### config.mk
export PLATFORM = sky130hd
export DESIGN_NAME = serial_addsub
export DESIGN_NICKNAME = d
export VERILOG_FILES = /design/src/rtl/serial_addsub_pkg.sv /design/src/rtl/serial_addsub_add1b.sv /design/src/rtl/serial_addsub.sv
export SDC_FILE = /design/constraint.sdc
export NUM_CORES = 1
export LEC_CHECK = 0
export CAP_MARGIN = 25
export CORE_ASPECT_RATIO = 2
export CORE_UTILIZATION = 45
export CTS_CLUSTER_DIAMETER = 100
export CTS_CLUSTER_SIZE = 14
export DETAILED_ROUTE_END_ITERATION = 10
export PLACE_DENSITY = 0.79
export SYNTH_ARGS = -nofsm -noshare
export SYNTH_HDL_FRONTEND = slang
export SYNTH_HIERARCHICAL = 1
export SYNTH_SLANG_ARGS = --single-unit
### constraint.sdc
create_clock -name clk -period 1.65 [get_ports clk]
set_input_delay 0.165 -clock clk [delete_from_list [all_inputs] [get_ports clk]]
set_output_delay 0.165 -clock clk [all_outputs]
set_load 0.02 [all_outputs]
### src/rtl/serial_addsub_pkg.sv
// Shared definitions for the bit-serial adder/subtractor: FSM state encoding,
// operation codes and the bit-counter width helper.
package serial_addsub_pkg;

  typedef enum logic [1:0] {
    S_IDLE = 2'd0,
    S_RUN  = 2'd1,
    S_DONE = 2'd2
  } state_t;

  localparam logic OP_ADD = 1'b0;
  localparam logic OP_SUB = 1'b1;

  // The counter must be able to hold every bit index 0..width-1.
  function automatic int cnt_width(input int width);
    return $clog2(width + 1);
  endfunction

endpackage

### src/rtl/serial_addsub_add1b.sv
// add1b: single-bit full adder cell, reused as the per-bit engine of serial_addsub.
module add1b (
  input  logic a,
  input  logic b,
  input  logic ci,
  output logic r,
  output logic co
);

  assign r  = a ^ b ^ ci;
  assign co = (a & b) | (ci & (a ^ b));

endmodule

### src/rtl/serial_addsub.sv
// serial_addsub: LSB-first bit-serial A+B / A-B with start/busy/done handshake.
// Optional ov/zero flag outputs are built when SERIAL_ADDSUB_FLAGS_EN is defined.
module serial_addsub
  import serial_addsub_pkg::*;
#(
  parameter int WIDTH = 8
) (
  input  logic             clk,
  input  logic             rst,
  input  logic             start,
  input  logic             op,
  input  logic [WIDTH-1:0] a,
  input  logic [WIDTH-1:0] b,
  output logic             busy,
  output logic             done,
  output logic [WIDTH-1:0] r,
`ifdef SERIAL_ADDSUB_FLAGS_EN
  output logic             co,
  output logic             ov,
  output logic             zero
`else
  output logic             co
`endif
);

  localparam int CW = cnt_width(WIDTH);

  state_t           state_q, state_d;
  logic [WIDTH-1:0] a_sh, b_sh, sum_q, sum_next;
  logic [CW-1:0]    cnt_q;
  logic             op_q, carry_q;
  logic             accept, last_bit;
  logic             cell_b, cell_r, cell_co;

  // NOTE: sequential state uses non-blocking assignments so every register
  // samples pre-edge values, independent of statement order.
  always_ff @(posedge clk or posedge rst) begin
    if (rst) state_q <= S_IDLE;
    else     state_q <= state_d;
  end

  // NOTE: every signal gets a default first so no path leaves it unassigned
  // (which would infer a latch).
  always_comb begin
    state_d  = state_q;
    accept   = 1'b0;
    last_bit = 1'b0;
    case (state_q)
      S_IDLE: if (start) begin
        accept  = 1'b1;
        state_d = S_RUN;
      end
      S_RUN: if (cnt_q == CW'(WIDTH - 1)) begin
        last_bit = 1'b1;
        state_d  = S_DONE;
      end
      S_DONE:  state_d = S_IDLE;
      default: state_d = S_IDLE;
    endcase
  end

  // Subtract is A + ~B + 1: invert B here, the +1 is the initial carry.
  assign cell_b = b_sh[0] ^ (op_q == OP_SUB);

  add1b u_cell (
    .a  (a_sh[0]),
    .b  (cell_b),
    .ci (carry_q),
    .r  (cell_r),
    .co (cell_co)
  );

  // Sum bits enter at the MSB and move right, so bit 0 lands last.
  always_comb begin
    sum_next            = sum_q >> 1;
    sum_next[WIDTH-1]   = cell_r;
  end

  // NOTE: working registers are reset too, so an aborted operation leaves no
  // residue in the operand, carry or counter state.
  always_ff @(posedge clk or posedge rst) begin
    if (rst) begin
      a_sh    <= '0;
      b_sh    <= '0;
      sum_q   <= '0;
      op_q    <= OP_ADD;
      carry_q <= 1'b0;
      cnt_q   <= '0;
    end else if (accept) begin
      a_sh    <= a;
      b_sh    <= b;
      sum_q   <= '0;
      op_q    <= op;
      carry_q <= (op == OP_SUB);
      cnt_q   <= '0;
    end else if (state_q == S_RUN) begin
      a_sh    <= a_sh >> 1;
      b_sh    <= b_sh >> 1;
      sum_q   <= sum_next;
      carry_q <= cell_co;
      cnt_q   <= cnt_q + 1'b1;
    end
  end

  // Visible results change only on the edge that enters DONE.
  always_ff @(posedge clk or posedge rst) begin
    if (rst) begin
      r    <= '0;
      co   <= 1'b0;
`ifdef SERIAL_ADDSUB_FLAGS_EN
      ov   <= 1'b0;
      zero <= 1'b0;
`endif
    end else if (last_bit) begin
      r    <= sum_next;
      co   <= cell_co;
`ifdef SERIAL_ADDSUB_FLAGS_EN
      ov   <= carry_q ^ cell_co;
      zero <= ~|sum_next;
`endif
    end
  end

  assign busy = (state_q == S_RUN);
  assign done = (state_q == S_DONE);

endmodule

## After elaboration in Yosys (flattened, before gate mapping)

Cells that the tools add are included.

- Add/sub/neg operators: 1
- Equal/unequal tests: 5
- Muxes and demuxes: 17
- Bitwise logic cells: 6
- Reduce and logical (&&, ||, !) cells: 3

Operator list:

| cell | number |
|---|---|
| $mux W8 | 6 |
| $mux W4 | 2 |
| $mux W1 | 6 |
| $add A4 B1 Y4 const B | 1 |
| $eq A4 B3 Y1 const B | 1 |
| $mux W2 | 2 |
| $pmux W2 S2 | 1 |
| $xor A1 B1 Y1 | 3 |
| $and A1 B1 Y1 | 2 |
| $eq A2 B1 Y1 const B | 1 |
| $eq A2 B2 Y1 const B | 1 |
| $logic_not A2 Y1 | 1 |
| $ne A2 B1 Y1 const B | 1 |
| $ne A2 B2 Y1 const B | 1 |
| $reduce_and A2 Y1 | 1 |
| $reduce_bool A2 Y1 | 1 |
| $or A1 B1 Y1 | 1 |

- Bits in registers: 41
- Input port bits: 20
- Output and inout bits: 11
- Logic and storage cells: 41

## Depth between registers and ports, before layout

- Depth in word-level cells: 6
- Gate-level depth with buffers: 6
- Depth with buffers taken out: 4

## By module

Netlist, hierarchy kept.

By module, submodules not included:

| module | instances | cells an instance | area an instance (µm²) | sequential area each (µm²) |
|---|---|---|---|---|
| serial_addsub | 1 | 156 | 1659.1 | 1001.0 |
| add1b | 1 | 1 | 20.0 | 0.0 |

## Worst setup path after synthesis

No wires, ideal clock.

- Kind: register to register
- From: reg state_q[1]
- To: reg co
- Setup time: 0.125 ns
- Arrival: 1.380 ns
- Data required time: 1.525 ns
- Path slack: 0.146 ns
- Stages on the path, launching flop included: 5
- Path buffers: 1
- Period minus slack after synthesis: 1.504 ns
- Cells stage by stage: dfrtp_1 -> nand2b_1 -> buf_6 -> nor3_4 -> mux2_2

- Word-level cells in the longest chain between the ends: 2

RTL lines:

| element | line | RTL |
|---|---|---|
| start, declared | serial_addsub.sv:28 | `state_t state_q, state_d;` |
| start signal, assigned | serial_addsub.sv:39 | `else state_q <= state_d;` |
| $eq A2 B1 Y1 | serial_addsub.sv:48 | `case (state_q)` |
| $mux W1 | serial_addsub.sv:48 |  |
| end signal, assigned | serial_addsub.sv:116 | `co <= cell_co;` |
| end, declared | serial_addsub.sv:22 | `output logic co` |

No other way between the ends.
A chain may end at the register's enable or synchronous reset.

## Final worst setup path

- From: reg state_q[0]
- To: out busy

- Word-level cells in the longest chain between the ends: 1

RTL lines:

| element | line | RTL |
|---|---|---|
| $eq A2 B1 Y1 | serial_addsub.sv:124 | `assign busy = (state_q == S_RUN);` |
| end, declared | serial_addsub.sv:14 | `output logic busy,` |

No other way between the ends.

==> results.rst <==
.. list-table::
   :header-rows: 1

   * - Metric
     - Value
   * - Run status
     - finished, final reports clean
   * - Leakage Power
     - 1.04 nW
   * - Number of sinks handled by clock tree synthesis
     - 40
   * - Cells after Synth
     - 157
   * - End of the worst register-to-register path
     - r[5]
   * - R2R depth
     - 5
   * - Final-report hold violation count
     - 0
   * - Required time of the critical path
     - 1.48 ns
   * - Worst vdd rail ir drop
     - 1500 µV
   * - CTS root buffer
     - clkbuf_8
   * - Vias after detailed routing
     - 1229
   * - Count of H-tree levels built during CTS
     - 2
   * - Global route total overflow
     - 0
   * - Type of the setup path with the least slack
     - flop to output pin
   * - Number of max-slew violations in the final report
     - 0
   * - Share of final-layout standard cells stronger than drive strength 1
     - 13.5%
   * - Number of cells after detailed placement
     - 235
   * - Final critical-path share of the clock period
     - 93.5%
   * - Count of state elements after synthesis
     - 40
   * - Worst setup EP type
     - output pin
   * - # port buffers
     - 30
   * - Top cells by area, synth
     - dfrtp_1, nand2_1, mux2_2
   * - Max Cap Violations
     - 0
   * - Area of placed instances
     - 0.00206 mm²
   * - Clk_lat worst skew
     - 0.29 ns
   * - Design Power
     - 0.00383 W
   * - Number of buffers inserted during clock tree synthesis
     - 5
   * - # Post-CTS Setup Buffers
     - 0
   * - Layout overhead on the synthesized area
     - 27.6%
   * - Avg Inst Size Synth
     - 10.7 µm²
   * - Number of vias per cell
     - 5.08
   * - Max Buffers Root-to-Sink
     - 2
   * - Count of antenna-violating nets left after detailed routing
     - 0
   * - Wirelength, routed
     - 3150 µm
   * - Chip width
     - 45.2 µm
   * - Largest net degree at the start of global routing
     - 41
   * - Maximum net fanout on the critical path
     - 5
   * - Peak Freq
     - 0.648 GHz
   * - Post-CTS clock slew at the launch and capture registers of the worst setup and hold paths
     - 0.07 ns
   * - Total routing usage reported by global routing
     - 19.3%
   * - Startpoint of the lowest-slack register-to-register path
     - cnt_q[0]
   * - Unrepaired setup endpoints after global routing
     - false
   * - Detail Placement HPWL
     - 2320 µm
   * - Data arrival at the endpoint of the critical path
     - 1.38 ns
   * - Final core utilization
     - 59.4%
   * - Core Footprint
     - 0.00361 mm²
   * - GPL Wtd Cong
     - 0.730
   * - Number of antenna repair diodes
     - 0
   * - Syn nets
     - 179
   * - Post-synth top area share
     - 59.6%
   * - Setup skew after layout
     - 0.00510 ns
   * - Average wire per standard cell
     - 13.0 µm
   * - Final worst path period need
     - 1.54 ns
   * - Setup TNS after final layout
     - 0 ns
   * - Initial antenna violation count
     - 0
   * - Classification of the worst-slack hold path
     - input pin to async pin
   * - Number of resized instances in the post-cts repair step
     - 2
   * - TritonRoute pass-1 iters
     - 4
   * - Number of hold buffers added after CTS
     - 0
   * - First-pass GRT wire length
     - 5500 µm
   * - CP startpoint kind
     - flop
   * - NumNets Final
     - 215
   * - Std-Cell Rows
     - 31
   * - # IOs
     - 31
   * - Via count of the first global-routing pass
     - 1199
   * - Number of design rule violations left after detail routing
     - 0
   * - Share of synthesized area occupied by flip-flops and latches
     - 59.6%
   * - Slew @ Worst Pin
     - 0.486 ns
   * - Final Instance Area
     - 0.00214 mm²
   * - Die height
     - 88.4 µm
   * - Cell type with the highest aggregate area in the netlist
     - dfrtp_1
   * - Finished Layout Cells
     - 242
   * - Max transition margin
     - 67.6%
   * - Number of DRC violations after detailed-routing iteration 0
     - 40
   * - Pwr Density
     - 1790 mW/mm²
   * - Starting utilization of the core area
     - 46.5%
   * - Unique cell type count in the Yosys netlist
     - 25
   * - Full die area
     - 0.00399 mm²
   * - Reg-to-reg slack, setup
     - 0.17 ns
   * - Number of endpoints failing setup at the final stage
     - 0
   * - TritonCTS clock tree
     - yes
   * - Ys Warns
     - 6
   * - Post-Synthesis Cell Area
     - 0.00168 mm²
[sequential cells by signal, summed over array words and instances (netlist names)]
| register | count |
|---|---|
| a_sh | 8 |
| b_sh | 8 |
| carry_q | 1 |
| cnt_q | 4 |
| co | 1 |
| op_q | 1 |
| r | 8 |
| state_q | 2 |
| sum_q | 7 |
[cell usage after synthesis]
| cell type | instances |
|---|---|
| nand2b_1 | 1 |
| mux2i_1 | 2 |
| xor2_1 | 1 |
| nand4_1 | 1 |
| nor3_4 | 1 |
| o21ai_0 | 3 |
| or3b_2 | 1 |
| inv_1 | 2 |
| a31oi_1 | 1 |
| a22oi_1 | 13 |
| nor2_1 | 1 |
| o21bai_1 | 2 |
| fa_1 | 1 |
| buf_2 | 4 |
| nor2b_1 | 1 |
| a21o_1 | 1 |
| nor3b_2 | 1 |
| dfrtp_1 | 40 |
| ha_1 | 1 |
| nor3b_1 | 1 |
| nand2_1 | 55 |
| clkbuf_1 | 3 |
| buf_6 | 1 |
| nand3_1 | 10 |
| mux2_2 | 9 |
[cell families (layout without fill, tap and decap cells)]
| kind of cell | count (synthesis) | after routing | synth area share [%] |
|---|---|---|---|
| flops | 40 | 40 | 59.6 |
| buf+inv | 10 | 46 | 2.98 |
| simple gates | 73 | 73 | 19.3 |
| xor+xnor | 1 | 1 | 0.522 |
| compound gates | 20 | 20 | 8.42 |
| fa+ha+maj | 2 | 2 | 1.94 |
| mux | 11 | 11 | 7.23 |
[critical path: stages (launching register included)]
cell           delay [ns]
dfrtp_1              0.43
nand2b_1             0.24
inv_1                0.10
dlygate4sd2_1        0.33
[layout make-up]
cell class / instances / area (µm²)
Clock buffer: 5 / 68.8
Clock inverter: 2 / 12.5
Fill cell: 311 / 1470
Inverter: 2 / 7.51
Multi-Input combinational cell: 107 / 628
Sequential cell: 40 / 1000
Tap cell: 49 / 61.3
Timing Repair Buffer: 37 / 363
[per-layer routing]
metal / share of wire [%] / global-route usage [%]
met5: 0 / 0
met4: 1.4 / 7.44
met2: 57 / 33.5
met1: 38 / 22.3
met3: 3.3 / 4.49
[metrics by stage]
stage / setup slack, ns / hold WS (ns)
2_1_floorplan: 0.146 / 0.270
3_3_place_gp: 0.0713 / 0.461
3_5_place_dp: 0.0326 / 0.468
4_1_cts: 0.0715 / 0.306
5_1_grt: 0.0275 / 0.354
6_report: 0.107 / 0.283
[power by group]
part | total, W | switching [W] | internal (W) | leakage (nW)
clock | 0.000601 | 0.000316 | 0.000286 | 0.0400
combinational | 0.00153 | 0.000818 | 0.000715 | 0.487
sequential | 0.00169 | 0.000276 | 0.00142 | 0.509
[cells in the final DEF (no fill, tap or decap), types with 2 or more instances in the layout]
master / count
nand2_1: 55
a22oi_1: 13
mux2i_1: 2
inv_1: 2
clkdlybuf4s50_1: 28
nand3_1: 10
o21ai_0: 3
mux2_2: 9
dlygate4sd2_1: 2
clkbuf_8: 5
dfrtp_1: 40
o21bai_1: 2
buf_4: 6
[worst max-delay path by stage]
stage                    start  endpoint
floorplan           state_q[1]        co
global placement         start   b_sh[4]
detailed placement       start   b_sh[4]
CTS                 state_q[0]      busy
global route        state_q[0]      busy
finish              state_q[0]      busy
No activity file was read; power rests on OpenSTA's default activity.
